File: config.mk
export PLATFORM = sky130hd
export DESIGN_NAME = lsu_mem_port_flat
export DESIGN_NICKNAME = d
export VERILOG_FILES = /design/src/rtl/lsu_mem_port_if.sv /design/src/rtl/lsu_mem_port.sv /design/src/flat_wrapper.sv
export SDC_FILE = /design/constraint.sdc
export NUM_CORES = 1
export LEC_CHECK = 0
export CAP_MARGIN = 40
export CORE_ASPECT_RATIO = 0.75
export CORE_UTILIZATION = 49
export CTS_BUF_LIST = sky130_fd_sc_hd__clkbuf_8 sky130_fd_sc_hd__clkbuf_16
export CTS_CLUSTER_SIZE = 16
export DETAILED_ROUTE_END_ITERATION = 8
export GPL_ROUTABILITY_DRIVEN = 0
export HOLD_SLACK_MARGIN = 0.06
export PLACE_DENSITY_LB_ADDON = 0.3
export SYNTH_ARGS = -nofsm -noshare
export SYNTH_HDL_FRONTEND = slang
export SYNTH_SLANG_ARGS = --single-unit
File: constraint.sdc
create_clock -name clk -period 3.77 [get_ports clk]
set_clock_uncertainty 0.1 [all_clocks]
set_input_delay 0.377 -clock clk [delete_from_list [all_inputs] [get_ports clk]]
set_output_delay 0.377 -clock clk [all_outputs]
set_load 0.005 [all_outputs]
File: src/rtl/lsu_mem_port_if.sv
// rtl/lsu_mem_port_if.sv - data-memory request/ready bus between the LSU and memory
interface lsu_mem_port_if;
   logic        mem_req;
   logic        mem_we;
   logic [31:0] mem_addr;
   logic [3:0]  mem_be;
   logic [31:0] mem_wdata;
   logic        mem_ready;
   logic [31:0] mem_rdata;

   modport master (
      output mem_req,
      output mem_we,
      output mem_addr,
      output mem_be,
      output mem_wdata,
      input  mem_ready,
      input  mem_rdata
   );

   modport slave (
      input  mem_req,
      input  mem_we,
      input  mem_addr,
      input  mem_be,
      input  mem_wdata,
      output mem_ready,
      output mem_rdata
   );
endinterface

File: src/rtl/lsu_mem_port.sv
// rtl/lsu_mem_port.sv - M-stage load/store unit with registered memory handshake and stall
module lsu_mem_port #(
   parameter int TIMEOUT = 255
) (
   input  logic           clk,
   input  logic           rst_n,
   input  logic           MemWriteM,
   input  logic           MemReadM,
   input  logic [31:0]    ALUResultM,
   input  logic [31:0]    WriteDataM,
   input  logic [2:0]     funct3M,
   output logic [31:0]    ReadData,
   output logic           StallMem,
   lsu_mem_port_if.master bus,
   output logic           align_err,
   output logic           bus_err,
   input  logic           err_clr
);

   localparam logic [9:0] TMO = 10'(TIMEOUT);

   typedef enum logic [1:0] {
      IDLE = 2'd0,
      REQ  = 2'd1,
      DONE = 2'd2
   } state_t;

   state_t      state_q, state_d;
   logic [9:0]  cnt_q, cnt_d;
   logic        req_q, req_d;
   logic        we_q, we_d;
   logic [31:0] addr_q, addr_d;
   logic [3:0]  be_q, be_d;
   logic [31:0] wdata_q, wdata_d;
   logic [2:0]  f3_q, f3_d;
   logic [1:0]  off_q, off_d;
   logic [31:0] rdata_q, rdata_d;
   logic        align_err_q, align_err_d;
   logic        bus_err_q, bus_err_d;

   logic        access, illegal, misal, acc_bad, acc_ok;
   logic [3:0]  be_new;
   logic [31:0] wdata_new;

   // Shift the raw word down to the addressed lane, then sign- or zero-extend.
   function automatic logic [31:0] fmt_load(input logic [31:0] word,
                                            input logic [2:0]  f3,
                                            input logic [1:0]  off);
      logic [31:0] sh;
      sh = word >> {off, 3'b000};
      case (f3)
         3'b000:  return {{24{sh[7]}}, sh[7:0]};
         3'b001:  return {{16{sh[15]}}, sh[15:0]};
         3'b010:  return word;
         3'b100:  return {24'h0, sh[7:0]};
         3'b101:  return {16'h0, sh[15:0]};
         default: return 32'h0;
      endcase
   endfunction

   // Decode the M-stage access: legality, alignment, byte enables and lane-replicated data.
   always_comb begin
      access    = MemWriteM | MemReadM;
      illegal   = (funct3M == 3'b011) || (funct3M[2:1] == 2'b11) || (MemWriteM && funct3M[2]);
      misal     = 1'b0;
      be_new    = 4'b1111;
      wdata_new = 32'h0;
      case (funct3M[1:0])
         2'b01:   misal = ALUResultM[0];
         2'b10:   misal = |ALUResultM[1:0];
         default: misal = 1'b0;
      endcase
      acc_bad = access & (illegal | misal);
      acc_ok  = access & ~(illegal | misal);
      // A store wins when both controls are raised, so only MemWriteM selects store lanes.
      if (MemWriteM) begin
         case (funct3M[1:0])
            2'b00: begin
               be_new    = 4'b0001 << ALUResultM[1:0];
               wdata_new = {4{WriteDataM[7:0]}};
            end
            2'b01: begin
               be_new    = 4'b0011 << {ALUResultM[1], 1'b0};
               wdata_new = {2{WriteDataM[15:0]}};
            end
            default: begin
               be_new    = 4'b1111;
               wdata_new = WriteDataM;
            end
         endcase
      end
   end

   // Next-state, bus capture, sticky flags and pipeline-facing outputs.
   always_comb begin
      state_d     = state_q;
      cnt_d       = cnt_q;
      req_d       = req_q;
      we_d        = we_q;
      addr_d      = addr_q;
      be_d        = be_q;
      wdata_d     = wdata_q;
      f3_d        = f3_q;
      off_d       = off_q;
      rdata_d     = rdata_q;
      align_err_d = err_clr ? 1'b0 : align_err_q;
      bus_err_d   = err_clr ? 1'b0 : bus_err_q;
      StallMem    = 1'b0;
      ReadData    = rdata_q;
      case (state_q)
         IDLE: begin
            cnt_d = 10'd0;
            if (acc_bad) begin
               // Bad access never reaches the bus; a new error beats a same-cycle clear.
               align_err_d = 1'b1;
               ReadData    = 32'h0;
            end else if (acc_ok) begin
               StallMem = 1'b1;
               req_d    = 1'b1;
               we_d     = MemWriteM;
               addr_d   = {ALUResultM[31:2], 2'b00};
               be_d     = be_new;
               wdata_d  = wdata_new;
               f3_d     = funct3M;
               off_d    = ALUResultM[1:0];
               state_d  = REQ;
            end
         end
         REQ: begin
            StallMem = 1'b1;
            cnt_d    = cnt_q + 10'd1;
            if (bus.mem_ready) begin
               req_d   = 1'b0;
               if (!we_q) begin
                  rdata_d = fmt_load(bus.mem_rdata, f3_q, off_q);
               end
               state_d = DONE;
            end else if (cnt_q == TMO) begin
               req_d     = 1'b0;
               bus_err_d = 1'b1;
               rdata_d   = 32'h0;
               state_d   = DONE;
            end
         end
         DONE: begin
            state_d = IDLE;
         end
         default: begin
            state_d = IDLE;
         end
      endcase
   end

   // State and captured-access registers; async reset abandons any outstanding request.
   always_ff @(posedge clk or negedge rst_n) begin
      if (!rst_n) begin
         state_q     <= IDLE;
         cnt_q       <= 10'd0;
         req_q       <= 1'b0;
         we_q        <= 1'b0;
         addr_q      <= 32'h0;
         be_q        <= 4'h0;
         wdata_q     <= 32'h0;
         f3_q        <= 3'h0;
         off_q       <= 2'h0;
         rdata_q     <= 32'h0;
         align_err_q <= 1'b0;
         bus_err_q   <= 1'b0;
      end else begin
         state_q     <= state_d;
         cnt_q       <= cnt_d;
         req_q       <= req_d;
         we_q        <= we_d;
         addr_q      <= addr_d;
         be_q        <= be_d;
         wdata_q     <= wdata_d;
         f3_q        <= f3_d;
         off_q       <= off_d;
         rdata_q     <= rdata_d;
         align_err_q <= align_err_d;
         bus_err_q   <= bus_err_d;
      end
   end

   assign bus.mem_req   = req_q;
   assign bus.mem_we    = we_q;
   assign bus.mem_addr  = addr_q;
   assign bus.mem_be    = be_q;
   assign bus.mem_wdata = wdata_q;
   assign align_err     = align_err_q;
   assign bus_err       = bus_err_q;

endmodule
File: src/flat_wrapper.sv
// flat-port wrapper written by rule: the top's interface ports become plain ports
module lsu_mem_port_flat 
#(
   parameter int TIMEOUT = 255
)
  (clk, rst_n, MemWriteM, MemReadM, ALUResultM, WriteDataM, funct3M, ReadData, StallMem, align_err, bus_err, err_clr, bus_mem_req, bus_mem_we, bus_mem_addr, bus_mem_be, bus_mem_wdata, bus_mem_ready, bus_mem_rdata);
  lsu_mem_port_if bus_i ();
  input  logic clk;
  input  logic rst_n;
  input  logic MemWriteM;
  input  logic MemReadM;
  input  logic [31:0] ALUResultM;
  input  logic [31:0] WriteDataM;
  input  logic [2:0] funct3M;
  output logic [31:0] ReadData;
  output logic StallMem;
  output logic align_err;
  output logic bus_err;
  input  logic err_clr;
  output wire logic [$bits(bus_i.mem_req)-1:0] bus_mem_req;
  output wire logic [$bits(bus_i.mem_we)-1:0] bus_mem_we;
  output wire logic [$bits(bus_i.mem_addr)-1:0] bus_mem_addr;
  output wire logic [$bits(bus_i.mem_be)-1:0] bus_mem_be;
  output wire logic [$bits(bus_i.mem_wdata)-1:0] bus_mem_wdata;
  input wire logic [$bits(bus_i.mem_ready)-1:0] bus_mem_ready;
  input wire logic [$bits(bus_i.mem_rdata)-1:0] bus_mem_rdata;
  assign bus_mem_req = bus_i.mem_req;
  assign bus_mem_we = bus_i.mem_we;
  assign bus_mem_addr = bus_i.mem_addr;
  assign bus_mem_be = bus_i.mem_be;
  assign bus_mem_wdata = bus_i.mem_wdata;
  assign bus_i.mem_ready = bus_mem_ready;
  assign bus_i.mem_rdata = bus_mem_rdata;
  lsu_mem_port #(.TIMEOUT(TIMEOUT)) u_core (.clk(clk), .rst_n(rst_n), .MemWriteM(MemWriteM), .MemReadM(MemReadM), .ALUResultM(ALUResultM), .WriteDataM(WriteDataM), .funct3M(funct3M), .ReadData(ReadData), .StallMem(StallMem), .bus(bus_i), .align_err(align_err), .bus_err(bus_err), .err_clr(err_clr));
endmodule
==> results.cfg <==
[layout]
finalNonFillerCells = 912
nets = 847
design_area_um2 = 8823
multiInputGateArea_um2 = 2785
register_area_um2 = 2978
antennaDiodeCount = 0
fillCellCount = 794
drive_gt1_frac = 0.1613
area_growth_pct = 47.25
most-common-layout-cells = 206 x clkdlybuf4s50_1, 119 x dfrtp_1, 73 x mux2_2
mostFrequentLayoutCell = clkdlybuf4s50_1

[synth]
syn_inst = 540
ys_warn_count = 0
ys_types = 46
synth_enable_flop_cells = 0
syn_area_um2 = 5992
synth_seq_area_share = 0.4970
synth.avg_cell_area_um2 = 11.10
async_flop_share = 1.000
ys.flop_type = dfrtp_1
ys_ff_latch = 119

[floorplanning]
fp.dieW_um = 129.7
core_um2 = 11740
rows = 34
dieArea_um2 = 12680
ioPinCount = 210
initial_core_util = 0.5103
dieHeight_um = 97.77

[routing]
vias = 5086
ant_nets = 0
via_per_inst = 5.577
drt-pass1-iter-count = 7
drc = 0
drt_iter0_markers = 340
drt_wl_total_mm = 17.63
wl_per_cell_um = 19.33

[power]
clkPwrFrac = 0.298
netSwitchingFraction = 0.2890
ir_drop_uv = 496.5
p_per_area_nw_per_um2 = 665.9
intPower_mw = 4.178
power_frac_comb = 0.348
power_switching_mw = 1.698
p_leak_nw = 3.853
seqPwrFrac = 0.354

[timing]
slew_headroom = 0.3449
rsz0062_at_grt = no
hold_viol = 0
fmaxAchievable_mhz = 317.5
min_period_ps = 3149
setup_viol = 0
tns_ps = 0
worstMarginPinSlew_ps = 980.5
period_share = 0.8353
drv_slew = 0

[cts]
worstSkewPairLatency_ps = 410
clock_sinks = 119
cts_root_buffer = clkbuf_16
cts_tree = built
h-tree-depth = 4
cts_max_path_buffers = 2
path_clk_slew_ps = 50
cts_buffers = 17

[critical_path]
cp-end-kind = primary output
arrival_ps = 2670
worstSetupPathType = in -> out
critical_path.startpoint_type = primary input
critPathMaxFanout = 33
crit_required_ps = 3290

[placed_design]
port_buffers = 207
hpwlAfterDp_mm = 12.60
placed_area_um2 = 8175
place_inst = 879

[global_route]
grt_pass1_vias = 5113
grt.total_usage = 0.2900
grt-ovfl-total = 0
antenna_found_initial = 0
grt_pass1_wl_mm = 27.63
grt_max_degree = 64

[run_status]
status = finished, final reports clean

[worst_hold_path]
hold_class = reg -> reg

[run]
drv_cap = 0
## kinds of logic after synthesis
family	count (synthesis)	share of synthesized area
buffers and inverters	55	0.04009
other	1	0.0006258
flip-flops	119	0.4970
XOR/XNOR	4	0.005848
AO/OA/AOI/OAI	108	0.1387
adder cells (fa/ha/maj)	5	0.01044
multiplexers	92	0.1689
AND/OR/NAND/NOR	156	0.1384
## Yosys cell counts (all sizes together), types with 8 or more instances
master | instances | area share
nor2 | 48 | 0.030
and3 | 11 | 0.011
dfrtp | 119 | 0.50
a221o | 23 | 0.038
mux2 | 73 | 0.14
and2 | 33 | 0.034
nand2 | 22 | 0.014
clkbuf | 22 | 0.014
a22o | 21 | 0.031
inv | 16 | 0.010
a21oi | 9 | 0.0075
a211o | 8 | 0.012
mux2i | 19 | 0.032
buf | 17 | 0.016
o21ai | 23 | 0.019
nor2b | 20 | 0.021
## final timing paths
kind	cells after the start	slack, ps	end	startpoint
max	9	620	ReadData[10]	funct3M[0]
min	1	380	u_core.bus_err$_DFF_PN0_	u_core.bus_err$_DFF_PN0_
min in group asynchronous	2	520	u_core.bus.mem_wdata[3]$_DFFE_PN0P_	rst_n
max in group asynchronous	3	2100	u_core.bus.mem_addr[28]$_DFFE_PN0P_	rst_n
max reg2reg	5	1080	u_core.rdata_q[2]$_DFFE_PN0P_	u_core.state_q[1]$_DFFE_PN0P_
min reg2reg	1	380	u_core.bus_err$_DFF_PN0_	u_core.bus_err$_DFF_PN0_
## final cells by class
type | instances | area share
flip-flops and latches | 119 | 0.3375
multi-input cells | 367 | 0.3157
inverters | 16 | 0.006807
clock inverters | 14 | 0.02255
repair buffers | 216 | 0.2448
clock buffers | 18 | 0.04977
well taps | 162 | 0.02297
## per-layer routing
layer	vias to the layer above	track usage	part of all wire
li1	2334	-	-
met1	2483	0.3758	0.42
met2	249	0.4578	0.47
met3	20	0.1090	0.098
met4	0	0.07513	0.014
met5	-	0	0
## per-stage QoR
step	power (mW)	hold WS (ps)	util	worst slack (ps)
after floorplan	2.925	-18.59	-	1234
after global routing	6.157	401.6	0.7515	486.7
final	5.876	384.4	0.7515	620.8
after detailed placement	4.119	374.3	0.6963	623.1
after global placement	4.028	363.5	0.6950	746.8
after CTS	5.909	387.6	0.7515	605.6
## power groups by stage
| stage | Clock (mW) | Sequential, mW | Combinational (mW) |
|---|---|---|---|
| 2_1_floorplan | 0 | 1.96 | 0.964 |
| 3_3_place_gp | 0 | 2.05 | 1.97 |
| 3_5_place_dp | 0 | 2.09 | 2.03 |
| 4_1_cts | 1.77 | 2.08 | 2.06 |
| 5_1_grt | 1.83 | 2.14 | 2.20 |
| 6_report | 1.75 | 2.08 | 2.05 |
## worst max-delay path: stages
cell,delay [ps]
clkdlybuf4s50_1,530
inv_1,80
ha_1,310
o211ai_1,90
nand2_1,130
o21bai_1,150
buf_4,280
and2_1,180
clkdlybuf4s50_1,520
## sequential cells by signal (all words and copies together), names as in the netlist
name / count
u_core.align_err: 1
u_core.bus.mem_addr: 30
u_core.bus.mem_be: 4
u_core.bus.mem_req: 1
u_core.bus.mem_wdata: 32
u_core.bus.mem_we: 1
u_core.bus_err: 1
u_core.cnt_q: 10
u_core.f3_q: 3
u_core.off_q: 2
u_core.rdata_q: 32
u_core.state_q: 2
## what timing repair did
action,in CTS,in global routing
setup endpoints to repair,0,0
hold endpoints to repair,61,0
hold buffers,1,0
setup buffers,0,0
resized for setup,0,0
Power figures use the tool's default switching activity.
